--- config.mk ---
export PLATFORM = sky130hd
export DESIGN_NAME = wrr_lock_arbiter
export DESIGN_NICKNAME = d
export VERILOG_FILES = /design/src/rtl/rtr_arb_pkg.sv /design/src/rtl/rr_prio_pick.sv /design/src/rtl/wrr_lock_arbiter.sv
export SDC_FILE = /design/constraint.sdc
export NUM_CORES = 1
export LEC_CHECK = 0
export ABC_AREA = 0
export ABC_CLOCK_PERIOD_IN_PS = 6700
export BUFFER_PORTS_ARGS = -buffer_cell sky130_fd_sc_hd__buf_2
export CAP_MARGIN = 20
export CORE_MARGIN = 3
export CORE_UTILIZATION = 47
export DETAILED_ROUTE_END_ITERATION = 10
export PLACE_DENSITY = 0.67
export SYNTH_ARGS = -nofsm -noshare
export SYNTH_HDL_FRONTEND = slang
export SYNTH_SLANG_ARGS = --single-unit
--- constraint.sdc ---
create_clock -name CLK -period 6.7 [get_ports CLK]
set_clock_uncertainty 0.1 [all_clocks]
set_input_delay 1.34 -clock CLK [delete_from_list [all_inputs] [get_ports CLK]]
set_output_delay 1.34 -clock CLK [all_outputs]
set_load 0.02 [all_outputs]
--- src/rtl/rtr_arb_pkg.sv ---
// Shared types and helpers for the router's switch-allocator arbiters.
package rtr_arb_pkg;

    typedef enum logic [0:0] {
        IDLE = 1'b0,
        LOCK = 1'b1
    } arb_st_t;

    localparam int MAXN = 32;
    localparam int MAXW = 5;

    // Index of the first set bit of req[n-1:0], scanning hp, hp+1, ... n-1, 0, ... hp-1; -1 if none.
    function automatic int first_set_rot(input logic [MAXN-1:0] req, input int n, input int hp);
        int idx;
        first_set_rot = -1;
        for (int k = MAXN - 1; k >= 0; k--) begin
            if (k < n) begin
                idx = hp + k;
                if (idx >= n) idx = idx - n;
                if (req[idx[MAXW-1:0]]) first_set_rot = idx;
            end
        end
    endfunction

endpackage

--- src/rtl/rr_prio_pick.sv ---
// Combinational rotating-priority picker: first requester at or after HP wins.
module rr_prio_pick
    import rtr_arb_pkg::*;
#(
    parameter int NR = 5,
    localparam int IDW = $clog2(NR)
) (
    input  logic [NR-1:0]  REQ,
    input  logic [IDW-1:0] HP,
    output logic [NR-1:0]  GNT,
    output logic [IDW-1:0] IDX,
    output logic           VLD
);

    logic [MAXN-1:0] req_ext;
    int              first;

    always_comb begin
        req_ext          = '0;
        req_ext[NR-1:0]  = REQ;
        first            = first_set_rot(req_ext, NR, int'(HP));
        GNT              = '0;
        IDX              = '0;
        VLD              = 1'b0;
        if (first >= 0) begin
            for (int i = 0; i < NR; i++) begin
                if (first == i) GNT[i] = 1'b1;
            end
            IDX = IDW'(first);
            VLD = 1'b1;
        end
    end

endmodule

--- src/rtl/wrr_lock_arbiter.sv ---
// Weighted round-robin arbiter with packet lock; a winner may take WEIGHT+1
// consecutive packets before priority moves on.
module wrr_lock_arbiter
    import rtr_arb_pkg::*;
#(
    parameter int NR = 5,
    parameter int WW = 3,
    localparam int IDW = $clog2(NR)
) (
    input  logic             CLK,
    input  logic             RST,
    input  logic [NR-1:0]    REQ,
    input  logic             EN,
    input  logic             TAIL,
    input  logic [NR*WW-1:0] WEIGHT,
    output logic [NR-1:0]    GRT,
    output logic [IDW-1:0]   GRT_ID,
    output logic             GRT_VLD,
    output logic             LOCKED
);

    arb_st_t        st, st_n;
    logic [IDW-1:0] own, own_n;
    logic [IDW-1:0] hp, hp_n;
    logic [WW-1:0]  cnt, cnt_n;
    logic [WW-1:0]  w_win;
    logic [IDW-1:0] id_inc;
    logic [NR-1:0]  pk_gnt;
    logic [IDW-1:0] pk_id;
    logic           pk_vld;
    logic           xfer;

    rr_prio_pick #(.NR(NR)) u_pick (
        .REQ (REQ),
        .HP  (hp),
        .GNT (pk_gnt),
        .IDX (pk_id),
        .VLD (pk_vld)
    );

    assign LOCKED = (st == LOCK);

    // While locked only the owner can be granted; a dropped owner request stalls.
    always_comb begin
        GRT     = '0;
        GRT_ID  = '0;
        GRT_VLD = 1'b0;
        if (!RST) begin
            if (st == LOCK) begin
                if (REQ[own]) begin
                    GRT[own] = 1'b1;
                    GRT_ID   = own;
                    GRT_VLD  = 1'b1;
                end
            end else begin
                GRT     = pk_gnt;
                GRT_ID  = pk_id;
                GRT_VLD = pk_vld;
            end
        end
    end

    assign xfer   = EN & GRT_VLD;
    assign id_inc = (GRT_ID == IDW'(NR - 1)) ? '0 : GRT_ID + IDW'(1);

    always_comb begin
        w_win = '0;
        for (int i = 0; i < NR; i++) begin
            if (GRT_ID == IDW'(i)) w_win = WEIGHT[i*WW +: WW];
        end
    end

    always_comb begin
        st_n  = st;
        own_n = own;
        hp_n  = hp;
        cnt_n = cnt;
        if (xfer) begin
            if (!TAIL) begin
                st_n  = LOCK;
                own_n = GRT_ID;
            end else begin
                st_n = IDLE;
                if (GRT_ID == hp) begin
                    // A count above a freshly lowered weight ends the streak.
                    if (cnt < w_win) begin
                        cnt_n = cnt + WW'(1);
                    end else begin
                        cnt_n = '0;
                        hp_n  = id_inc;
                    end
                end else if (w_win == '0) begin
                    cnt_n = '0;
                    hp_n  = id_inc;
                end else begin
                    cnt_n = WW'(1);
                    hp_n  = GRT_ID;
                end
            end
        end
    end

    always_ff @(posedge CLK) begin
        if (RST) begin
            st  <= IDLE;
            own <= '0;
            hp  <= '0;
            cnt <= '0;
        end else begin
            st  <= st_n;
            own <= own_n;
            hp  <= hp_n;
            cnt <= cnt_n;
        end
    end

endmodule

==> results.tsv <==
metric	value	unit
gr-usage-met2	38.11	%
avgRoutedWirePerCell	17.71	um
cp_max_fo	10	
first_iter_violations	292	
areaGrowthSynthToFinish	10.63	%
slew_violations	0	
synth_top_cell_by_area	ha_1	
grt.total_usage	24.36	%
cts_tree	built	
cts_buffers	3	
syn_avg_cell_area	7.062	um2
grt_overflow	0	
yosys_warnings	0	
status	finished, final reports clean	
drive_above_1_share	19.35	%
grt_pass1_wl	14330	um
cp_common_cell	ha_1	
wl	8872	um
critPathKind	reg -> reg	
start_kind	register	
period_minus_slack	6.236	ns
path_buf_inv	5	
io_buffers	33	
hold_slack	0.3863	ns
hold_viol_final	0	
remaining_drc_errors	0	
hold_class	reg -> reg	
finalSetupTns	0	ns
synthArstFlopShare	0	%
fp-row-count	27	
cts_root_buf	clkbuf_8	
synth_cell_types	84	
clockBufferDepth	2	
rr_worst_depth	26	
gp_congestion	0.9701	
die_h	84.01	um
synth_area	2860	um2
required	6.74	ns
start_util	50.10	%
worst_path_max_delay_cell	dfxtp_1	
synth_seq_cells	10	
die_area	7058	um2
grt_max_degree	25	
relSlewSlack	47.27	%
setup_viol	0	
timing.fmax	0.1604	GHz
h-tree-depth	1	
cp_top_family	compound AO/OA/AOI/OAI gates	
grtUsageMet1	36.36	%
clkSinkCount	10	
yosysMostFrequentCell	nand2_1	
antenna_found_initial	0	
fin_crit_sh	93.07	%
io_pins	34	
synthTopCellsByCount	nand2_1 (41), nor2_1 (37), a21oi_1 (34)	
vias_per_cell	6.383	
synth_ff_type	dfxtp_1	
clk_pin_slew	0.04	ns
coreArea	5709	um2
dpl.hpwl	6890	um
synthCells	405	
min_path_cells	2	
rsz0062_at_grt	no	
synth_edf_count	0	
maxCapViolations	0	
nets	482	
crit_arrival	6.27	ns
drtAntennaViolNets	0	
dr_total_vias	3198	
use_met3	1.382	%
yosysTopAreaCellShare	11.37	%
first_pass_iters	5	
antenna_cells	0	
slowest_delay	0.57	ns
synth_nets	456	
cp-end-kind	register	
ys_seq_area_share	6.999	%
cp.depth	26	
grt_pass1_vias	2932	
worst_pin_slew	0.7899	ns
top_usage_layer	met2	
die_w	84.01	um
yosys-top-cells-area	ha_1 (11%), dfxtp_1 (7.0%), a21oi_1 (5.9%)	
clk-insertion-delay-late	0.23	ns
-- state kept, by name, indices dropped and copies added, names as in the netlist --
register	cells
hp	3
own	3
cnt	3
LOCKED	1
-- timing repair --
action	4_1_cts	5_1_grt
gates resized for setup	0	10
buffers inserted	0	2
setup endpoints to repair	0	6
hold buffers	0	0
-- layout by cell type (no fill, tap or decap), types with 6 or more instances in the layout --
master | synthesis | final
or3_1 | 6 | 6
o21ai_0 | 21 | 20
a21oi_1 | 34 | 33
nor2_1 | 37 | 37
inv_1 | 13 | 12
nand2_1 | 41 | 41
mux2i_1 | 14 | 14
nand3_1 | 7 | 7
nor3_1 | 17 | 16
o21ai_1 | 6 | 7
nor2b_1 | 8 | 7
nand2b_1 | 13 | 13
buf_2 | 11 | 33
dfxtp_1 | 10 | 10
and3_1 | 7 | 7
ha_1 | 26 | 24
buf_4 | 1 | 15
-- layout make-up --
type	instances	area, um2
flip-flops and latches	10	200.2
repair buffers	48	277.8
fillers	582	2545
multi-input cells	353	2494
inverters	15	61.31
clock buffers	3	41.29
well taps	72	90.09
-- layer usage --
layer	share of wire [%]	up-vias	wire length (um)
met4	1.9	0	167
met3	6.0	19	531
met1	47	1491	4154
met5	0	-	0
li1	-	1557	-
met2	45	131	4019
-- metrics by stage --
step	cell area, um2	setup slack, ns	util, %	instances
2_1_floorplan	2860	0.5226	-	405
3_3_place_gp	3068	0.4379	53.74	496
3_5_place_dp	3068	0.3468	53.74	496
4_1_cts	3109	0.3434	54.46	499
5_1_grt	3164	0.01733	55.42	501
6_report	3164	0.4640	55.42	501
-- final timing paths --
kind	slack, ns	start	to
worst max-delay path	0.46	hp[2]	hp[1]
worst min-delay path	0.39	cnt[2]	cnt[2]
worst max register to register	0.46	hp[2]	hp[1]
worst min register to register	0.39	cnt[2]	cnt[2]
-- worst register-to-register path: cells and delay by family, from the launching register on --
kind	cells	cell delay [ns]
buffers and inverters	5	0.86
flip-flops	1	0.57
AO/OA/AOI/OAI	10	1.97
adder cells (fa/ha/maj)	4	1.15
AND/OR/NAND/NOR	4	0.90
multiplexers	3	0.58
-- kinds of logic (layout without fill, tap and decap cells) --
logic type / count (synthesis) / count (layout) / share of synthesized area [%]
mux: 18 / 18 / 7.349
fa+ha+maj: 27 / 27 / 12.07
compound gates: 130 / 130 / 31.98
simple gates: 173 / 173 / 32.72
buf+inv: 42 / 66 / 7.086
flops: 10 / 10 / 6.999
xor+xnor: 5 / 5 / 1.794
Power is not shown: default switching activity piles up to over one toggle a cycle in this logic, so the estimate is an artifact.
